===== config.mk =====
export PLATFORM = sky130hd
export DESIGN_NAME = pixel_writer
export DESIGN_NICKNAME = d
export VERILOG_FILES = /design/src/rtl/pixel_writer_pkg.sv /design/src/rtl/pixel_writer_fifo.sv /design/src/rtl/pixel_writer.sv
export SDC_FILE = /design/constraint.sdc
export NUM_CORES = 1
export LEC_CHECK = 0
export CAP_MARGIN = 20
export CELL_PAD_IN_SITES_DETAIL_PLACEMENT = 0
export CELL_PAD_IN_SITES_GLOBAL_PLACEMENT = 2
export CORE_ASPECT_RATIO = 0.9
export CORE_MARGIN = 4
export CORE_UTILIZATION = 43
export DETAILED_ROUTE_END_ITERATION = 10
export PLACE_DENSITY_LB_ADDON = 0.05
export SLEW_MARGIN = 10
export SYNTH_ARGS = -nofsm -noshare
export SYNTH_HDL_FRONTEND = slang
export SYNTH_SLANG_ARGS = --single-unit

===== constraint.sdc =====
create_clock -name clk -period 4.5 [get_ports clk]
set_input_delay 0.675 -clock clk [delete_from_list [all_inputs] [get_ports clk]]
set_output_delay 0.675 -clock clk [all_outputs]
set_load 0.01 [all_outputs]

===== src/rtl/pixel_writer_pkg.sv =====
// Shared types and constants for the pixel writer: framebuffer geometry,
// queued pixel format and the writer's top-level states.
package pixel_writer_pkg;

    localparam int DEFAULT_SCREEN_W = 160;
    localparam int DEFAULT_SCREEN_H = 120;
    localparam int FB_ADDR_W        = 15;
    localparam int COLOUR_W         = 3;

    localparam logic [COLOUR_W-1:0] BLACK = 3'b000;

    typedef enum logic {
        ST_RUN,
        ST_CLEAR
    } state_t;

    typedef struct packed {
        logic [FB_ADDR_W-1:0] addr;
        logic [COLOUR_W-1:0]  colour;
    } pixel_t;

    // Only meaningful for in-bounds coordinates, where the product fits in FB_ADDR_W bits.
    function automatic logic [FB_ADDR_W-1:0] pixel_addr(input logic [9:0] px,
                                                         input logic [9:0] py,
                                                         input int         width);
        return FB_ADDR_W'(py) * FB_ADDR_W'(width) + FB_ADDR_W'(px);
    endfunction

endpackage


===== src/rtl/pixel_writer_fifo.sv =====
// Synchronous show-ahead FIFO holding queued pixels; the head entry is
// visible on rd_data whenever empty is low.
module pixel_fifo
    import pixel_writer_pkg::*;
#(
    parameter int DEPTH = 8
) (
    input  logic   clk,
    input  logic   reset,
    input  logic   push,
    input  logic   pop,
    input  logic   flush,
    input  pixel_t wr_data,
    output pixel_t rd_data,
    output logic   full,
    output logic   empty
);

    localparam int PTR_W = $clog2(DEPTH);

    pixel_t             mem [DEPTH];
    logic [PTR_W-1:0]   wr_ptr;
    logic [PTR_W-1:0]   rd_ptr;
    logic [PTR_W:0]     count;
    logic               do_push;
    logic               do_pop;

    assign full    = (count == (PTR_W+1)'(DEPTH));
    assign empty   = (count == '0);
    assign do_push = push && !full;
    assign do_pop  = pop && !empty;
    assign rd_data = mem[rd_ptr];

    // Flush wins over any same-cycle push or pop.
    always_ff @(posedge clk) begin
        if (reset || flush) begin
            wr_ptr <= '0;
            rd_ptr <= '0;
            count  <= '0;
        end else begin
            if (do_push) wr_ptr <= wr_ptr + PTR_W'(1);
            if (do_pop)  rd_ptr <= rd_ptr + PTR_W'(1);
            case ({do_push, do_pop})
                2'b10:   count <= count + (PTR_W+1)'(1);
                2'b01:   count <= count - (PTR_W+1)'(1);
                default: count <= count;
            endcase
        end
    end

    always_ff @(posedge clk) begin
        if (do_push) mem[wr_ptr] <= wr_data;
    end

endmodule


===== src/rtl/pixel_writer.sv =====
// Queues drawn pixels and streams them to the framebuffer, and sweeps the
// whole framebuffer to black on a clear request.
module pixel_writer
    import pixel_writer_pkg::*;
#(
    parameter int SCREEN_W   = DEFAULT_SCREEN_W,
    parameter int SCREEN_H   = DEFAULT_SCREEN_H,
    parameter int FIFO_DEPTH = 8
) (
    input  logic                 clk,
    input  logic                 reset,
    input  logic [9:0]           x,
    input  logic [9:0]           y,
    input  logic [COLOUR_W-1:0]  colour,
    input  logic                 writeEn,
    input  logic                 clear,
    input  logic                 fb_ready,
    output logic [FB_ADDR_W-1:0] fb_addr,
    output logic [COLOUR_W-1:0]  fb_data,
    output logic                 fb_we,
    output logic                 full,
    output logic                 busy,
    output logic [7:0]           drop_count
);

    localparam logic [FB_ADDR_W-1:0] LAST_ADDR = FB_ADDR_W'(SCREEN_W * SCREEN_H - 1);

    state_t               state;
    state_t               next_state;
    logic [FB_ADDR_W-1:0] sweep;
    logic                 in_bounds;
    logic                 push;
    logic                 pop;
    logic                 clear_start;
    logic                 empty;
    pixel_t               new_pixel;
    pixel_t               head;

    assign in_bounds   = (x < 10'(SCREEN_W)) && (y < 10'(SCREEN_H));
    // A clear pulse drops its same-cycle pixel even when it is ignored during a sweep.
    assign push        = writeEn && in_bounds && !full && !clear;
    assign clear_start = (state == ST_RUN) && clear;
    assign pop         = (state == ST_RUN) && fb_ready && !empty;
    assign new_pixel   = '{addr: pixel_addr(x, y, SCREEN_W), colour: colour};

    pixel_fifo #(
        .DEPTH (FIFO_DEPTH)
    ) u_fifo (
        .clk     (clk),
        .reset   (reset),
        .push    (push),
        .pop     (pop),
        .flush   (clear_start),
        .wr_data (new_pixel),
        .rd_data (head),
        .full    (full),
        .empty   (empty)
    );

    always_ff @(posedge clk) begin
        if (reset) state <= ST_RUN;
        else       state <= next_state;
    end

    always_comb begin
        next_state = state;
        case (state)
            ST_RUN:   if (clear) next_state = ST_CLEAR;
            ST_CLEAR: if (fb_ready && sweep == LAST_ADDR) next_state = ST_RUN;
            default:  next_state = ST_RUN;
        endcase
    end

    always_comb begin
        fb_we   = 1'b0;
        fb_addr = '0;
        fb_data = BLACK;
        busy    = 1'b0;
        case (state)
            ST_RUN: begin
                if (!empty) begin
                    fb_we   = 1'b1;
                    fb_addr = head.addr;
                    fb_data = head.colour;
                end
            end
            ST_CLEAR: begin
                fb_we   = 1'b1;
                fb_addr = sweep;
                fb_data = BLACK;
                busy    = 1'b1;
            end
            default: ;
        endcase
    end

    always_ff @(posedge clk) begin
        if (reset || clear_start) begin
            sweep <= '0;
        end else if (state == ST_CLEAR && fb_ready && sweep != LAST_ADDR) begin
            sweep <= sweep + FB_ADDR_W'(1);
        end
    end

    always_ff @(posedge clk) begin
        if (reset) begin
            drop_count <= '0;
        end else if (writeEn && !push && drop_count != 8'hFF) begin
            drop_count <= drop_count + 8'd1;
        end
    end

endmodule


Yosys cells after proc, flatten, opt, wreduce, memory -nomap -nowiden

Memory sizes are Yosys's and may differ from the RTL's. A register that Yosys moved wholly into a read port is not among the register bits.
Index checks and enable logic that the tools add are counted.

Output and inout bits: 29
Register bits: 34
Memories kept: 1
Memory bits (writable): 144
Input bits: 28
Word-level logic and storage cells: 60

Reductions and logical operators: 21
Magnitude comparators: 2
$mul: 1
Muxes and demuxes: 15
Add/sub/neg operators: 7
Eq/ne operators: 6
Bitwise operators: 1

Memories:

| name       | depth | bits a word | rd ports | clocked after Yosys merged registers in | wr ports | RTL line                | RTL |
|---|---|---|---|---|---|---|---|
| u_fifo.mem | 8     | 18          | 1        | 1                                       | 1        | pixel_writer_fifo.sv:21 | `pixel_t mem [DEPTH];` |

Operator list:

| operator                | number |
|---|---|
| $pmux W15 S2            | 1 |
| $add A15 B1 Y15 const B | 1 |
| $add A15 B10 Y15        | 1 |
| $eq A15 B15 Y1 const B  | 1 |
| $mux W15                | 1 |
| $ne A15 B15 Y1 const B  | 1 |
| $logic_and A1 B1 Y1     | 14 |
| $lt A10 B7 Y1 const B   | 1 |
| $lt A10 B8 Y1 const B   | 1 |
| $mul A10 B3 Y10 const B | 1 |
| $mux W3                 | 3 |
| $add A8 B1 Y8 const B   | 1 |
| $ne A8 B8 Y1 const B    | 1 |
| $pmux W4 S2             | 1 |
| $add A3 B1 Y3 const B   | 2 |
| $mux W1                 | 6 |
| $pmux W3 S2             | 1 |
| $add A4 B1 Y4 const B   | 1 |
| $eq A4 B4 Y1 const B    | 1 |
| $logic_not A1 Y1        | 4 |
| $logic_not A4 Y1        | 1 |
| $pmux W1 S2             | 2 |
| $sub A4 B1 Y4 const B   | 1 |
| $eq A2 B1 Y1 const B    | 1 |
| other kinds (4)         | 4 |

Depth between registers and ports, before layout

Depth in word-level cells: 8
Depth in mapped cells: 12
Mapped depth without buffers: 11

By module

From an unflattened synthesis, not the netlist that was laid out.

Cells, all modules: 520
Area, all modules: 8190.4 µm²

Modules (own cells, without submodules):

| module       | cells an instance | area an instance (µm²) | times used | sequential area each (µm²) |
|---|---|---|---|---|
| pixel_fifo   | 285               | 6207.2                 | 1          | 4584.4 |
| pixel_writer | 235               | 1983.2                 | 1          | 480.5 |

Worst setup path after synthesis

Ideal clock, no wire load.

Path type: input port to flip-flop
From: in y[9]
To: mem u_fifo.mem[4][0] in the netlist's numbering, enable pin
Slack: 0.546 ns
Library setup time: 0.446 ns
Required time: 4.054 ns
Data arrival time: 3.508 ns
Stages on the path: 5
Path buffers: 0
Cell sequence: nor4_1 nand4_1 nor2_2 inv_2 nor4b_1

Longest elaborated chain between the ends: 8

RTL lines:

| what                              | RTL line                | RTL |
|---|---|---|
| from (decl)                       | pixel_writer.sv:13      | `input logic [9:0] y,` |
| $lt A10 B7 Y1                     | pixel_writer.sv:39      | `assign in_bounds = (x < 10'(SCREEN_W)) && (y < 10'(SCREEN_H));` |
| $logic_and A1 B1 Y1               | pixel_writer.sv:39      |  |
| $logic_and A1 B1 Y1 (3 in series) | pixel_writer.sv:41      | `assign push = writeEn && in_bounds && !full && !clear;` |
| $logic_and A1 B1 Y1               | pixel_writer_fifo.sv:30 | `assign do_push = push && !full;` |
| $mux W1                           | pixel_writer_fifo.sv:52 | `if (do_push) mem[wr_ptr] <= wr_data;` |
| $mux W1 (not written as such)     | pixel_writer_fifo.sv:52 |  |
| to (decl)                         | pixel_writer_fifo.sv:21 |  |

No other way between the ends.

==> results.py <==
metrics = {
    "global_route": {
        "grt_pass1_vias": 4574,
        "grt_pass1_wl_um": 26500,
        "grt.overflow.total": 0,
        "grt_antenna_before_repair": 0,
        "grt_max_degree": 26,
        "track_usage_pct": 17.5,
    },
    "clock_tree": {
        "cts_tree": "yes",
        "cts-root-buf": "clkbuf_16",
        "postCtsSetupRepairBufs": 0,
        "cts_hold_buf": 0,
        "cts.path.max_buffers": 2,
        "cts_max_level": 4,
        "insertion_delay_ns": 0.44,
        "clk_pin_slew_ns": 0.06,
        "post_cts_resized": 0,
        "numClockSinks": 181,
        "cts_made_buffers": 17,
    },
    "power_and_ir_drop": {
        "pwr_density_cell_nw_per_um2": 377,
        "vdd_drop_max_v": 0.000232,
        "power_leakage_uw": 0.00312,
    },
    "die": {
        "ios": 57,
        "start_util_pct": 43.6,
        "die_w_um": 152,
        "die_h_um": 137,
        "die_area_um2": 20900,
        "rows": 47,
        "coreArea_um2": 18300,
    },
    "min_path": {
        "hold_path.class": "reg -> reg",
    },
    "logic_synthesis": {
        "netlist_instances": 526,
        "synth_flop_cell": "edfxtp_1",
        "synth.distinct_cells": 56,
        "syn-num-nets": 581,
        "ys_top_cells_by_area": "edfxtp_1, mux4_2, dfxtp_1, ha_1, mux2i_1",
        "syn_area_um2": 8000,
        "syn_area_per_cell_um2": 15.2,
        "async_flop_share_pct": 0,
        "synth-seq-cells": 181,
        "synth.largest_area_cell": "edfxtp_1",
        "yosysWarnings": 0,
        "synth_edf_count": 144,
        "netlist.area_leader.share_pct": 54.0,
        "synth-seq-area-share_pct": 63.3,
    },
    "worst_setup_path": {
        "slowest_delay_ns": 0.65,
        "cp-start-kind": "register",
        "timing.rr.end": "u_fifo.count[2]$_SDFFE_PP0P_",
        "crit_type": "reg -> out",
        "cp_slowest_cell": "dfxtp_2",
        "cp.required_ns": 3.83,
        "critPathMaxFanout": 13,
        "path_cells": "buf_4 > mux4_2 > mux2i_1 > o21ai_0 > clkdlybuf4s50_1",
        "worstRegToRegCells": 10,
        "worstPathArrival_ns": 2.88,
        "reg2reg_setup_slack_ns": 1.87,
        "r2r-start": "u_fifo.count[0]$_SDFFE_PP0P_",
        "cp-end-kind": "output port",
        "critPathCapture": "fb_addr[14]",
    },
    "route": {
        "drc": 0,
        "drt_iter0_markers": 248,
        "dr.pass1.iters": 4,
        "vias": 4632,
        "route.detailed.wl_per_inst_um": 20.4,
        "antenna_left": 0,
        "via_per_inst": 5.42,
        "routed_wl_um": 17400,
    },
    "place": {
        "dpl.hpwl_um": 11100,
        "place_congestion": 0.742,
        "io_buffers": 56,
    },
    "cells_and_area": {
        "area_growth_pct": 18.9,
        "n_fill_cell": 1588,
        "drive_gt1_share_pct": 16.6,
        "layout.nets": 651,
        "antenna_cells": 0,
        "final_core_util_pct": 51.8,
    },
    "sta": {
        "period_share_pct": 79.1,
        "clock_skew_ns": 0.0267,
        "slew_violations": 0,
        "hold_viol": 0,
        "tns_ns": 0,
        "fmax_mhz": 281,
        "fin_crit_ns": 3.56,
        "whs_ns": 0.482,
        "finalSetupViolCount": 0,
        "tightest_slew_ns": 0.901,
        "slew_headroom_pct": 39.9,
        "rsz0062_at_grt": "no",
    },
    "flow_run": {
        "maxCapViolations": 0,
    },
    "run_status": {
        "status": "complete, no violations",
    },
}
## through the flow
| step | instances | worst slack [ns] | area (um2) | total power, uW |
|---|---|---|---|---|
| CTS | 854 | 0.851 | 9510 | 3630 |
| floorplan | 526 | 0.546 | 8000 | 2060 |
| finish | 854 | 0.942 | 9510 | 3590 |
| global placement | 822 | 0.719 | 8930 | 2150 |
| detailed placement | 822 | 0.623 | 8930 | 2160 |
| global route | 854 | 0.713 | 9510 | 3720 |
## state kept, by name, summed over array words and instances, names as in the netlist, named ones only
register and cells:
u_fifo.mem 144, sweep 15, drop_count 8, u_fifo.count 4
u_fifo.rd_ptr 3, u_fifo.wr_ptr 3, state 1
## synthesized netlist by cell type, drive strengths merged, types with 3 or more instances
master	instances
a211oi	5
dfxtp	37
nand2	29
a21o	4
nor3b	4
xor2	21
edfxtp	144
mux4	36
mux2i	20
or3	5
clkbuf	10
and4	3
xnor2	13
o21ai	27
nand3	10
and2	3
nor4b	4
ha	25
nand4b	3
nand4	6
nor4	5
o211ai	9
inv	9
nand2b	3
a21oi	14
and3	6
nor2	39
buf	11
## per-layer routing
metal | part of all wire [%] | up-vias | global-route usage [%] | wire length [um]
li1 | - | 2199 | - | -
met4 | 0.82 | 0 | 4.49 | 143
met1 | 47 | 2348 | 24.6 | 8200
met5 | 0 | - | 0 | 0
met2 | 49 | 76 | 27.6 | 8480
met3 | 3.5 | 9 | 4.01 | 606
## worst min path at each step
| stage | endpoint | from | depth (start not counted) |
|---|---|---|---|
| after floorplan | register | u_fifo.rd_ptr[1]$_SDFFE_PP0P_ | 2 |
| after global placement | u_fifo.rd_ptr[1]$_SDFFE_PP0P_ | u_fifo.rd_ptr[1]$_SDFFE_PP0P_ | 2 |
| after detailed placement | u_fifo.rd_ptr[1]$_SDFFE_PP0P_ | u_fifo.rd_ptr[1]$_SDFFE_PP0P_ | 2 |
| after CTS | register | u_fifo.rd_ptr[1]$_SDFFE_PP0P_ | 2 |
| after global routing | register | u_fifo.rd_ptr[1]$_SDFFE_PP0P_ | 2 |
| final | register | u_fifo.rd_ptr[1]$_SDFFE_PP0P_ | 2 |
## where the power goes
part	leakage, uW	internal, uW	total, uW	switching [uW]
combinational	0.00124	90.0	247	157
clock	0.000279	827	1460	637
sequential	0.00160	1870	1870	3.43
total	0.00312	2790	3590	798
## cells in the final DEF, fill, tap and decap left out, types with 4 or more instances in the layout
cell type / n
edfxtp_1: 144
clkdlybuf4s50_1: 56
nor2_1: 37
mux4_2: 36
dfxtp_1: 36
nand2_1: 29
o21ai_0: 26
ha_1: 25
xor2_1: 21
mux2i_1: 20
clkbuf_16: 17
buf_4: 16
a21oi_1: 14
xnor2_1: 13
nand3_1: 10
inv_1: 8
o211ai_1: 8
nand4_1: 5
a211oi_1: 5
or3_1: 5
and3_1: 5
nor4_1: 4
a21o_1: 4
clkinv_4: 4
## cells by family (layout without fill, tap and decap cells)
family                   Yosys count  in the layout  synth area share (%)
multiplexers                      56             56                  12.6
XOR/XNOR                          34             34                  3.72
AO/OA/AOI/OAI                     69             69                  5.44
adder cells (fa/ha/maj)           27             27                  4.41
buffers and inverters             30            113                  1.70
flip-flops                       181            181                  63.3
AND/OR/NAND/NOR                  129            129                  8.79
## critical path, delay by kind of cell (launching register included)
kind                   cells  cell delay, ns
buffers and inverters      2            0.87
flip-flops                 1            0.65
multiplexers               2            0.73
AO/OA/AOI/OAI              1            0.20
## layout make-up
class | count | area (um2) | area share (%)
Clock buffer | 19 | 433 | 4.55
Inverter | 9 | 33.8 | 0.355
Tap cell | 245 | 307 | 3.22
Clock inverter | 13 | 150 | 1.58
Timing Repair Buffer | 72 | 681 | 7.16
Multi-Input combinational cell | 315 | 2840 | 29.9
Sequential cell | 181 | 5070 | 53.3
Note: power is estimated with default switching activity, not from simulation.
